[src/rtl/palette_encoder.sv]
// Nearest-colour search: maps an RGB444 pixel to the closest entry of a
// 16-entry programmable palette, one entry per clock. Optional macro: PALETTE_ENC_EARLY_EXIT_EN.
module palette_encoder #(
  parameter int unsigned NUM_ENTRIES = 16,
  parameter int unsigned INDEX_W     = 4
) (
  input  logic               Clk,
  input  logic               Reset,
  input  logic               pal_we,
  input  logic [INDEX_W-1:0] pal_addr,
  input  logic [11:0]        pal_data,
  output logic               pal_wr_drop,
  input  logic               in_valid,
  output logic               in_ready,
  input  logic [11:0]        in_rgb,
  output logic               out_valid,
  input  logic               out_ready,
  output logic [INDEX_W-1:0] out_index,
  output logic [5:0]         out_dist,
  output logic               out_exact
);

  typedef enum logic [1:0] {IDLE, SEARCH, DONE} state_t;

  state_t             r_state;
  logic [11:0]        r_pal [NUM_ENTRIES];
  logic [11:0]        r_pix;
  logic [INDEX_W-1:0] r_cnt;
  logic [5:0]         r_best_dist;
  logic [INDEX_W-1:0] r_best_idx;
  logic               r_in_ready;
  logic               r_out_valid;
  logic [INDEX_W-1:0] r_out_index;
  logic [5:0]         r_out_dist;
  logic               r_out_exact;
  logic               r_drop;

  logic [11:0]        w_entry;
  logic [5:0]         w_dist;
  logic               w_better;
  logic [5:0]         w_new_dist;
  logic [INDEX_W-1:0] w_new_idx;
  logic               w_last;
  logic               w_finish;
  logic               w_wr_ok;

  function automatic logic [3:0] absdiff(input logic [3:0] a, input logic [3:0] b);
    return (a > b) ? (a - b) : (b - a);
  endfunction

  assign w_entry    = r_pal[r_cnt];
  assign w_dist     = {2'b00, absdiff(r_pix[11:8], w_entry[11:8])}
                    + {2'b00, absdiff(r_pix[7:4],  w_entry[7:4])}
                    + {2'b00, absdiff(r_pix[3:0],  w_entry[3:0])};
  // Strict compare: a tie keeps the earlier (lower) index.
  assign w_better   = (w_dist < r_best_dist);
  assign w_new_dist = w_better ? w_dist : r_best_dist;
  assign w_new_idx  = w_better ? r_cnt  : r_best_idx;
  assign w_last     = (32'(r_cnt) == NUM_ENTRIES - 1);
`ifdef PALETTE_ENC_EARLY_EXIT_EN
  assign w_finish   = w_last || (w_dist == 6'd0);
`else
  assign w_finish   = w_last;
`endif
  assign w_wr_ok    = pal_we && (32'(pal_addr) < NUM_ENTRIES);

  always_ff @(posedge Clk or posedge Reset) begin
    if (Reset) begin
      for (int unsigned i = 0; i < NUM_ENTRIES; i++) r_pal[i] <= '0;
      r_drop <= 1'b0;
    end else begin
      r_drop <= 1'b0;
      if (w_wr_ok) begin
        if (r_state == SEARCH) r_drop <= 1'b1;
        else                   r_pal[pal_addr] <= pal_data;
      end
    end
  end

  always_ff @(posedge Clk or posedge Reset) begin
    if (Reset) begin
      r_state     <= IDLE;
      r_pix       <= '0;
      r_cnt       <= '0;
      r_best_dist <= '1;
      r_best_idx  <= '0;
      r_in_ready  <= 1'b1;
      r_out_valid <= 1'b0;
      r_out_index <= '0;
      r_out_dist  <= '0;
      r_out_exact <= 1'b0;
    end else begin
      case (r_state)
        IDLE: begin
          if (in_valid) begin
            r_pix       <= in_rgb;
            r_cnt       <= '0;
            r_best_dist <= '1;
            r_best_idx  <= '0;
            r_in_ready  <= 1'b0;
            r_state     <= SEARCH;
          end
        end
        SEARCH: begin
          r_best_dist <= w_new_dist;
          r_best_idx  <= w_new_idx;
          r_cnt       <= r_cnt + 1'b1;
          if (w_finish) begin
            r_state     <= DONE;
            r_out_valid <= 1'b1;
            r_out_index <= w_new_idx;
            r_out_dist  <= w_new_dist;
            r_out_exact <= (w_new_dist == 6'd0);
          end
        end
        DONE: begin
          if (out_ready) begin
            r_state     <= IDLE;
            r_out_valid <= 1'b0;
            r_in_ready  <= 1'b1;
          end
        end
        default: begin
          r_state     <= IDLE;
          r_out_valid <= 1'b0;
          r_in_ready  <= 1'b1;
        end
      endcase
    end
  end

  assign in_ready    = r_in_ready;
  assign out_valid   = r_out_valid;
  assign out_index   = r_out_index;
  assign out_dist    = r_out_dist;
  assign out_exact   = r_out_exact;
  assign pal_wr_drop = r_drop;

endmodule

[config.mk]
export PLATFORM = sky130hd
export DESIGN_NAME = palette_encoder
export DESIGN_NICKNAME = d
export VERILOG_FILES = /design/src/rtl/palette_encoder.sv
export SDC_FILE = /design/constraint.sdc
export NUM_CORES = 1
export LEC_CHECK = 0
export ABC_AREA = 1
export ABC_CLOCK_PERIOD_IN_PS = 17500
export CAP_MARGIN = 20
export CORE_ASPECT_RATIO = 1.75
export CORE_MARGIN = 5
export CORE_UTILIZATION = 50
export DETAILED_ROUTE_END_ITERATION = 16
export PLACE_DENSITY_LB_ADDON = 0.08
export SETUP_SLACK_MARGIN = 0.3
export SYNTH_ARGS = -nofsm -noshare
export SYNTH_HDL_FRONTEND = slang
export SYNTH_SLANG_ARGS = --single-unit
[constraint.sdc]
create_clock -name Clk -period 17.5 [get_ports Clk]
set_clock_uncertainty 0.05 [all_clocks]
set_input_delay 3.5 -clock Clk [delete_from_list [all_inputs] [get_ports Clk]]
set_output_delay 3.5 -clock Clk [all_outputs]
set_load 0.02 [all_outputs]
==> results.sh, run 1 <==
export IMPL_final_common_cell="nand2_1"
export IMPL_synth_top_area_share=0.481
export IMPL_crit_path_start_kind="flip-flop"
export IMPL_grt_usage=0.236
export IMPL_h_tree_depth=1
export IMPL_postLayoutCoreUtil=0.558
export IMPL_crit_fanout=59
export IMPL_core_area_um2=23300
export IMPL_finalSetupViolations=0
export IMPL_syn_inst=1375
export IMPL_grt_setup_unrepaired="false"
export IMPL_initial_core_util=0.506
export IMPL_yosysWarnings=0
export IMPL_max_cap_violations=0
export IMPL_critPathTopFamily="adder cells"
export IMPL_avgSynthCellArea_um2=8.58
export IMPL_hold_path_startpoint="in_ready"
export IMPL_cts_resized=0
export IMPL_slew_viol_final=0
export IMPL_fin_tns_setup_ns=0
export IMPL_synth_flop_cell="dfrtp_1"
export IMPL_crit_arrival_ns=6.76
export IMPL_drcViolationCount=0
export IMPL_max_slew_worst_pin_slew_ns=1.02
export IMPL_slowest_stage="buf_4"
export IMPL_synth_edf_count=0
export IMPL_n_fill_cell=2228
export IMPL_finalCritPeriodShare=0.366
export IMPL_gp_congestion=0.793
export IMPL_insertion_delay_ns=0.52
export IMPL_cts_setup_buffers=0
export IMPL_synth_top_area_cell="dfrtp_1"
export IMPL_die_w_um=126
export IMPL_layout_drive_gt1_share=0.0739
export IMPL_via_per_inst=5.49
export IMPL_die_y_um=213
export IMPL_final_net_count=1439
export IMPL_end_kind="flip-flop"
export IMPL_reg2reg_slack_ns=11.10
export IMPL_drt_total_wl_um=31200
export IMPL_synth_seq_cells=234
export IMPL_finalHoldViolCount=0
export IMPL_ctsLongestPathBuffers=3
export IMPL_async_flop_share=1.00
export IMPL_grt_start_max_net_pins=83
export IMPL_dp_hpwl_um=19100
export IMPL_layout_common_cells="301 x nand2_1, 225 x dfrtp_1, 184 x o21ai_0, 152 x nor2_1, 112 x o21ai_1"
export IMPL_outcome="completed"
export IMPL_crit_buf_inv=6
export IMPL_drt_iter0_drc=713
export IMPL_cts_tree="yes"
export IMPL_io_buffer_count=46
export IMPL_cts_clk_slew_worst_paths_ns=0.06
export IMPL_root_buffer="clkbuf_16"
export IMPL_max_stage_delay_ns=0.62
export IMPL_gr_total_overflow=0
export IMPL_required_ns=17.86
export IMPL_num_io_pins=47
export IMPL_grt_pass1_wl_um=50200
export IMPL_die_area_um2=26900
export IMPL_fmax_mhz=156
export IMPL_startpoint="r_cnt[0]"
export IMPL_grt_pass1_vias=9277
export IMPL_antenna_found_initial=0
export IMPL_min_period_ns=6.40
export IMPL_vias=9238
export IMPL_syn_nets=1449
export IMPL_drt_pass1_iterations=5
export IMPL_synth_distinct_cells=40
export IMPL_detail_route_antenna_nets=0
export IMPL_path_class="reg -> reg"
export IMPL_crit_top_cell="nand2_1"
export IMPL_numCtsBuffers=23
export IMPL_routedWlPerCell_um=18.5
export IMPL_holdBufCountCts=0
export IMPL_n_antenna_cell=0
export IMPL_rows=74
export IMPL_syn_to_final_growth_pct=10.4
export IMPL_syn_area_um2=11800
export IMPL_slew_headroom=0.319
export IMPL_hp_class="reg -> reg"
export IMPL_clock_sinks=234
export IMPL_synth_area_leaders="dfrtp_1 48%, nand2_1 9.6%, o21ai_0 7.8%"
export IMPL_timing_rr_start="r_cnt[0]"
export IMPL_ys_seq_area_frac=0.497
layer usage:
metal / global-route usage / up-vias / part of all wire
li1: - / 4541 / -
met1: 0.283 / 4483 / 0.41
met2: 0.446 / 166 / 0.53
met3: 0.0220 / 48 / 0.033
met4: 0.0733 / 0 / 0.027
met5: 0 / - / 0
worst reg2reg max path, delay by kind of cell (launching register included):
kind | cells | cell delay (ns)
buf+inv | 6 | 1.34
flops | 1 | 0.60
simple gates | 15 | 1.35
fa+ha+maj | 5 | 1.68
xor+xnor | 1 | 0.27
compound gates | 7 | 1.01
registers in the layout (all words and copies together), names as in the netlist:
signal	flops
in_ready	1
r_pal	192
r_best_idx	4
out_index	4
r_best_dist	6
out_valid	1
r_state	2
out_dist	6
pal_wr_drop	1
out_exact	1
r_cnt	4
r_pix	12
layout make-up:
type                       instances  area (µm²)  share of cell area
timing repair buffer              55         568              0.0436
inverter                          90         348              0.0267
clock buffer                      32         679              0.0522
tap                              304         380              0.0292
sequential                       234        5870               0.451
clock inverter                     8         119             0.00913
multi-input combinational        961        5060               0.389
stage by stage:
| step | instances | setup WS, ns | hold WS, ns | cell area, µm² |
|---|---|---|---|---|
| 2_1_floorplan | 1375 | 7.54 | 0.398 | 11800 |
| 3_3_place_gp | 1642 | 10.97 | 0.404 | 12200 |
| 3_5_place_dp | 1642 | 10.94 | 0.407 | 12200 |
| 4_1_cts | 1682 | 10.93 | 0.418 | 13000 |
| 5_1_grt | 1684 | 10.55 | 0.440 | 13000 |
| 6_report | 1684 | 11.10 | 0.414 | 13000 |
final timing paths:
path / end / cells after the start
min in group asynchronous: r_pix[2] / 2
worst max-delay path: out_exact / 34
worst max register to register: out_exact / 34
max in group asynchronous: r_pal[35] / 5
worst min-delay path: in_ready / 2
worst min register to register: in_ready / 2
logic make-up (layout without fill, tap and decap cells):
family / after synthesis / in the layout / synth area share
buf+inv: 180 / 185 / 0.0740
xor+xnor: 8 / 8 / 0.00594
compound gates: 408 / 408 / 0.196
simple gates: 499 / 499 / 0.172
fa+ha+maj: 41 / 41 / 0.0505
mux: 5 / 5 / 0.00456
flops: 234 / 234 / 0.497
synth_stat cells (2+ instances only):
library cell    n
nand3_1        26
a21oi_1        13
dfstp_2         7
o21ai_2        21
xnor2_1         3
mux2_2          3
o22ai_1        22
inv_1          85
nor2_4          2
mux2i_1         2
dfrtp_1       227
o21ai_1       112
nand4_1         3
o21ai_0       184
buf_2          24
xor2_1          5
clkbuf_1       37
buf_4          13
o211ai_1       34
o221ai_1       14
nor2_1        152
fa_1           11
nand2_4        12
ha_1           30
inv_2           3
o21a_1          2
nand2_1       301
a211oi_1        2
buf_6          14
Power of run 1 is left out: the tool's default activity adds up to more than one toggle a clock period on the data nets, which glitch-free logic cannot reach.
==> run 2, diff against run 1 <==
--- a/config.mk
+++ b/config.mk
@@ -6,7 +6,7 @@
 export NUM_CORES = 1
 export LEC_CHECK = 0
 export ABC_AREA = 1
-export ABC_CLOCK_PERIOD_IN_PS = 17500
+export ABC_CLOCK_PERIOD_IN_PS = 6100
 export CAP_MARGIN = 20
 export CORE_ASPECT_RATIO = 1.75
 export CORE_MARGIN = 5
==> constraint.sdc (replaced) <==
create_clock -name Clk -period 6.1 [get_ports Clk]
set_clock_uncertainty 0.05 [all_clocks]
set_input_delay 1.22 -clock Clk [delete_from_list [all_inputs] [get_ports Clk]]
set_output_delay 1.22 -clock Clk [all_outputs]
set_load 0.02 [all_outputs]
==> run 2 against run 1 <==
Net effect: fmax increased by 16%; worst setup slack got worse by 11 ns; non-clock buffer count increased by 13; critical path depth decreased by 3; flip-flop and latch count unchanged; via count increased by 4.6%; register-to-register slack got worse by 11 ns.
==> results.sh, run 2 (same netlist as run 1, synthesis figures left out) <==
export IMPL_h_tree_depth=1
export IMPL_holdBufCountCts=0
export IMPL_place_inst=1646
export IMPL_syn_to_final_growth_pct=12.8
export IMPL_end_kind="flip-flop"
export IMPL_grt_pass1_wl_um=50800
export IMPL_pre_cts_ws_ns=0.265
export IMPL_routedWlPerCell_um=19.7
export IMPL_cts_tree="yes"
export IMPL_slew_viol_final=0
export IMPL_slowest_stage="dfrtp_4"
export IMPL_max_slew_worst_pin_slew_ns=1.08
export IMPL_dp_hpwl_um=19600
export IMPL_final_common_cell="nand2_1"
export IMPL_core_area_um2=23300
export IMPL_grt_usage=0.239
export IMPL_path_class="reg -> reg"
export IMPL_initial_core_util=0.506
export IMPL_final_net_count=1456
export IMPL_fin_tns_setup_ns=0
export IMPL_layout_common_cells="297 x nand2_1, 225 x dfrtp_1, 174 x o21ai_0, 151 x nor2_1, 121 x o21ai_1"
export IMPL_gp_congestion=0.827
export IMPL_grt_start_max_net_pins=145
export IMPL_crit_top_cell="nand2_1"
export IMPL_ctsLongestPathBuffers=3
export IMPL_largestRegisters="r_pal: 192 flops, r_pix: 12 flops"
export IMPL_fin_cells=1701
export IMPL_max_stage_delay_ns=0.56
export IMPL_gr_total_overflow=0
export IMPL_hp_class="reg -> reg"
export IMPL_antenna_found_initial=0
export IMPL_fmax_mhz=181
export IMPL_finalCritPeriodShare=0.903
export IMPL_detail_route_antenna_nets=0
export IMPL_outcome="completed"
export IMPL_finalHoldViolCount=0
export IMPL_via_per_inst=5.68
export IMPL_drt_total_wl_um=33600
export IMPL_slew_headroom=0.276
export IMPL_die_y_um=213
export IMPL_max_cap_violations=0
export IMPL_finalSetupViolations=0
export IMPL_top_register="r_pal"
export IMPL_min_period_ns=5.51
export IMPL_die_w_um=126
export IMPL_grt_pass1_vias=9392
export IMPL_num_io_pins=47
export IMPL_clock_sinks=234
export IMPL_crit_fanout=25
export IMPL_n_antenna_cell=0
export IMPL_largest_reg_flops=192
export IMPL_io_buffer_count=46
export IMPL_rows=74
export IMPL_crit_path_start_kind="flip-flop"
export IMPL_drt_pass1_iterations=5
export IMPL_drcViolationCount=0
export IMPL_crit_arrival_ns=5.89
export IMPL_drt_iter0_drc=707
export IMPL_die_area_um2=26900
export IMPL_setup_ws_ns=0.590
export IMPL_numCtsBuffers=23
export IMPL_insertion_delay_ns=0.53
export IMPL_required_ns=6.48
export IMPL_layout_drive_gt1_share=0.0952
export IMPL_root_buffer="clkbuf_16"
export IMPL_vias=9665
export IMPL_cts_clk_slew_worst_paths_ns=0.06
export IMPL_grt_setup_unrepaired="false"
==> run 2: cell count changes in the layout (fill, tap and decap cells not counted), moves of 4 or more <==
cell	before	now
nand2_2	1	5
clkbuf_1	2	8
o21ai_0	184	174
buf_12	0	6
o21ai_1	112	121
nand2_1	301	297
==> run 2: critical path, delay by kind of cell (launching register included) <==
kind / cells / cell delay (ns)
adders and majority gates: 5 / 1.83
buffers and inverters: 7 / 0.77
xor gates and xnor gates: 1 / 0.11
AOI/OAI and AO/OA: 5 / 0.95
DFF: 1 / 0.56
and+or+nand+nor: 13 / 1.13
==> run 2: path summary, 6_finish.rpt <==
path | startpoint | end | slack [ns] | depth (start not counted)
min in group asynchronous | Reset | r_pix[5] | 1.16 | 3
max in group asynchronous | Reset | r_pal[131] | 3.72 | 4
min reg2reg | in_ready | in_ready | 0.42 | 2
max | r_cnt[0] | out_exact | 0.59 | 31
min | in_ready | in_ready | 0.42 | 2
max reg2reg | r_cnt[0] | out_exact | 0.59 | 31
==> run 2: routing by layer <==
| metal | global-route usage | vias up | routed length, µm |
|---|---|---|---|
| li1 | - | 4589 | - |
| met1 | 0.283 | 4790 | 13400 |
| met2 | 0.443 | 222 | 17600 |
| met3 | 0.0273 | 64 | 1430 |
| met4 | 0.0900 | 0 | 1100 |
| met5 | 0 | - | 0 |
==> run 2: repair_timing <==
| item | in CTS | in global routing |
|---|---|---|
| gates cloned | 0 | 8 |
| gates resized for setup | 1 | 48 |
| endpoints found under the setup margin | 9 | 21 |
| buffers inserted | 0 | 7 |
| pin swaps | 0 | 10 |
==> run 2: through the flow <==
stage	area, µm²	hold slack [ns]	utilization
global placement	12300	0.405	0.525
finish	13300	0.417	0.571
CTS	13000	0.417	0.556
floorplan	11800	0.398	-
global route	13300	0.434	0.571
detailed placement	12300	0.408	0.525
==> run 2: cell type report <==
| class | instances | area [µm²] |
|---|---|---|
| Timing Repair inverter | 3 | 33.8 |
| Clock inverter | 2 | 10.0 |
| Sequential cell | 234 | 5870 |
| Timing Repair Buffer | 68 | 801 |
| Fill cell | 2164 | 10000 |
| Tap cell | 304 | 380 |
| Multi-Input combinational cell | 962 | 5160 |
| Clock buffer | 38 | 702 |
| Inverter | 90 | 354 |
Power of run 2 is left out for the same reason.
==> run 3, diff against run 2 <==
--- a/config.mk
+++ b/config.mk
@@ -5,12 +5,12 @@
 export SDC_FILE = /design/constraint.sdc
 export NUM_CORES = 1
 export LEC_CHECK = 0
-export ABC_AREA = 1
 export ABC_CLOCK_PERIOD_IN_PS = 6100
 export CAP_MARGIN = 20
 export CORE_ASPECT_RATIO = 1.75
 export CORE_MARGIN = 5
 export CORE_UTILIZATION = 50
+export CTS_BUF_LIST = sky130_fd_sc_hd__clkbuf_4 sky130_fd_sc_hd__clkbuf_8 sky130_fd_sc_hd__clkbuf_16
 export DETAILED_ROUTE_END_ITERATION = 16
 export PLACE_DENSITY_LB_ADDON = 0.08
 export SETUP_SLACK_MARGIN = 0.3
==> run 3 against run 2 <==
Net effect: cell count shrank 30%; synthesized cell count shrank 42%; clock-buffer cell count shrank 4; worst setup slack lost 0.43 ns; worst hold slack gained 0.017 ns; critical path depth shrank 9; synthesized area shrank 0.78%; critical endpoint is now out_dist[4].
==> results.sh, run 3 <==
export IMPL_syn_inst=801
export IMPL_slew_viol_final=0
export IMPL_final_net_count=950
export IMPL_path_class="reg -> reg"
export IMPL_end_kind="flip-flop"
export IMPL_grt_start_max_net_pins=154
export IMPL_multiInputGateArea_um2=5560
export IMPL_synth_area_leaders="dfrtp_1 49%, mux2_2 17%, mux4_2 8.1%"
export IMPL_yosysMostFrequentCell="dfrtp_1"
export IMPL_seqCellArea_um2=5870
export IMPL_avgSynthCellArea_um2=14.6
export IMPL_fin_area_um2=13700
export IMPL_crit_path_start_kind="flip-flop"
export IMPL_num_io_pins=47
export IMPL_insertion_delay_ns=0.53
export IMPL_clock_sinks=234
export IMPL_synth_top_area_cell="dfrtp_1"
export IMPL_crit_arrival_ns=6.28
export IMPL_timing_rr_start="r_cnt[0]"
export IMPL_grt_pass1_wl_um=45400
export IMPL_min_period_ns=5.94
export IMPL_syn_to_final_growth_pct=17.1
export IMPL_core_area_um2=23200
export IMPL_synth_flop_cell="dfrtp_1"
export IMPL_finalCritPeriodShare=0.973
export IMPL_yosysWarnings=0
export IMPL_ys_top_cells_by_count="227 x dfrtp_1, 174 x mux2_2, 42 x mux4_2"
export IMPL_numCtsBuffers=23
export IMPL_drcViolationCount=0
export IMPL_max_slew_worst_pin_slew_ns=1.18
export IMPL_outcome="completed"
export IMPL_ys_seq_area_frac=0.501
export IMPL_routedWlPerCell_um=23.9
export IMPL_hold_path_startpoint="out_dist[0]"
export IMPL_drt_total_wl_um=28600
export IMPL_layout_common_cells="225 x dfrtp_1, 173 x mux2_2, 46 x mux4_2, 46 x clkdlybuf4s50_1, 43 x buf_4"
export IMPL_grt_setup_unrepaired="true"
export IMPL_vias=6978
export IMPL_dp_hpwl_um=18700
export IMPL_syn_nets=875
export IMPL_gr_total_overflow=0
export IMPL_async_flop_share=1.00
export IMPL_final_common_cell="dfrtp_1"
export IMPL_finalSetupViolations=0
export IMPL_antenna_found_initial=0
export IMPL_fmax_mhz=168
export IMPL_finalHoldViolCount=0
export IMPL_drt_pass1_iterations=4
export IMPL_slew_headroom=0.214
export IMPL_crit_fanout=6
export IMPL_cts_tree="yes"
export IMPL_detail_route_antenna_nets=0
export IMPL_die_y_um=212
export IMPL_startpoint="r_cnt[0]"
export IMPL_die_w_um=126
export IMPL_io_buffer_count=46
export IMPL_largest_reg_flops=192
export IMPL_hp_class="reg -> reg"
export IMPL_root_buffer="clkbuf_16"
export IMPL_n_fill_cell=1813
export IMPL_gp_congestion=0.827
export IMPL_synth_top_area_share=0.485
export IMPL_drt_iter0_drc=342
export IMPL_syn_area_um2=11700
export IMPL_ctsLongestPathBuffers=3
export IMPL_grt_pass1_vias=7848
export IMPL_initial_core_util=0.504
export IMPL_h_tree_depth=1
export IMPL_via_per_inst=5.83
export IMPL_max_cap_violations=0
export IMPL_cts_clk_slew_worst_paths_ns=0.07
export IMPL_largestRegisters="r_pal: 192 flops, r_pix: 12 flops"
export IMPL_placed_cell_area_um2=12500
export IMPL_rows=74
export IMPL_n_antenna_cell=0
export IMPL_top_register="r_pal"
export IMPL_synth_distinct_cells=48
export IMPL_synth_edf_count=0
export IMPL_grt_usage=0.220
export IMPL_synth_seq_cells=234
export IMPL_required_ns=6.44
export IMPL_layout_drive_gt1_share=0.447
export IMPL_die_area_um2=26700
-- run 3: cell types whose count changed after synthesis, moves of 18 or more --
cell / before / now
o21ai_0: 184 / 21
nand2_1: 301 / 28
o22ai_1: 22 / 1
o21ai_2: 21 / 0
mux2_4: 0 / 20
nor2_1: 152 / 18
mux4_1: 0 / 18
mux4_2: 0 / 42
inv_1: 85 / 38
o21ai_1: 112 / 0
mux2_2: 3 / 174
o211ai_1: 34 / 0
nand3_1: 26 / 4
-- run 3: cells by family (layout without fill, tap and decap cells) --
group	Yosys count	count (layout)	synth area share
XOR/XNOR	9	9	0.00673
AO/OA/AOI/OAI	72	72	0.0405
buffers and inverters	99	191	0.0399
flip-flops	234	234	0.501
multiplexers	271	271	0.329
adder cells (fa/ha/maj)	41	41	0.0509
AND/OR/NAND/NOR	75	75	0.0321
-- run 3: path summary, 6_finish.rpt --
kind,to,slack (ns),depth (start not counted)
max in group asynchronous,r_cnt[1],3.38,3
hold / removal,out_dist[0],0.43,2
min in group asynchronous,r_pal[105],1.19,2
hold reg to reg,out_dist[0],0.43,2
setup reg to reg,out_dist[4],0.16,22
setup / recovery,out_dist[4],0.16,22
-- run 3: stage by stage --
| step | worst slack (ns) | setup TNS [ns] | hold slack [ns] | util | instances |
|---|---|---|---|---|---|
| 2_1_floorplan | 0.311 | 0 | 0.403 | - | 801 |
| 3_3_place_gp | 0.0393 | 0 | 0.412 | 0.539 | 1125 |
| 3_5_place_dp | -0.104 | -0.336 | 0.423 | 0.539 | 1125 |
| 4_1_cts | 0.181 | 0 | 0.436 | 0.586 | 1194 |
| 5_1_grt | -0.00666 | -0.00666 | 0.445 | 0.590 | 1197 |
| 6_report | 0.164 | 0 | 0.434 | 0.590 | 1197 |
-- run 3: final cells by class --
cell class                      instances  share of cell area
Sequential cell                       234               0.428
Multi-Input combinational cell        468               0.406
Timing Repair Buffer                  102              0.0728
Clock buffer                           34              0.0489
Tap cell                              304              0.0277
Inverter                               47              0.0131
Clock inverter                          8             0.00338
-- run 3: routing by layer --
layer | share of wire | vias to the layer above | global-route usage | wire (µm)
li1 | - | 3068 | - | -
met1 | 0.38 | 3678 | 0.260 | 10900
met2 | 0.54 | 164 | 0.400 | 15500
met3 | 0.032 | 68 | 0.0216 | 916
met4 | 0.047 | 0 | 0.108 | 1330
met5 | 0 | - | 0 | 0
-- run 3: what timing repair did --
action                     CTS  global route
pin swaps                   22            20
buffers inserted            27             2
setup endpoints to repair   21            21
hold buffers                 0             0
resized for setup           47            11
cloned                       0             0
-- run 3: critical path: stages (launching register included) --
cell,delay [ns]
dfrtp_2,0.40
buf_12,0.13
mux4_1,0.55
mux4_2,0.57
ha_4,0.20
fa_1,0.38
nor2b_1,0.14
o21a_1,0.14
o21a_1,0.19
mux2i_1,0.25
xnor2_1,0.13
fa_1,0.61
inv_1,0.06
ha_1,0.28
a21o_1,0.19
a21oi_2,0.18
xnor2_2,0.10
ha_1,0.31
nand4_1,0.13
o221ai_4,0.27
buf_6,0.20
mux2i_4,0.26
o21ai_1,0.07
Power of run 3 is left out for the same reason.
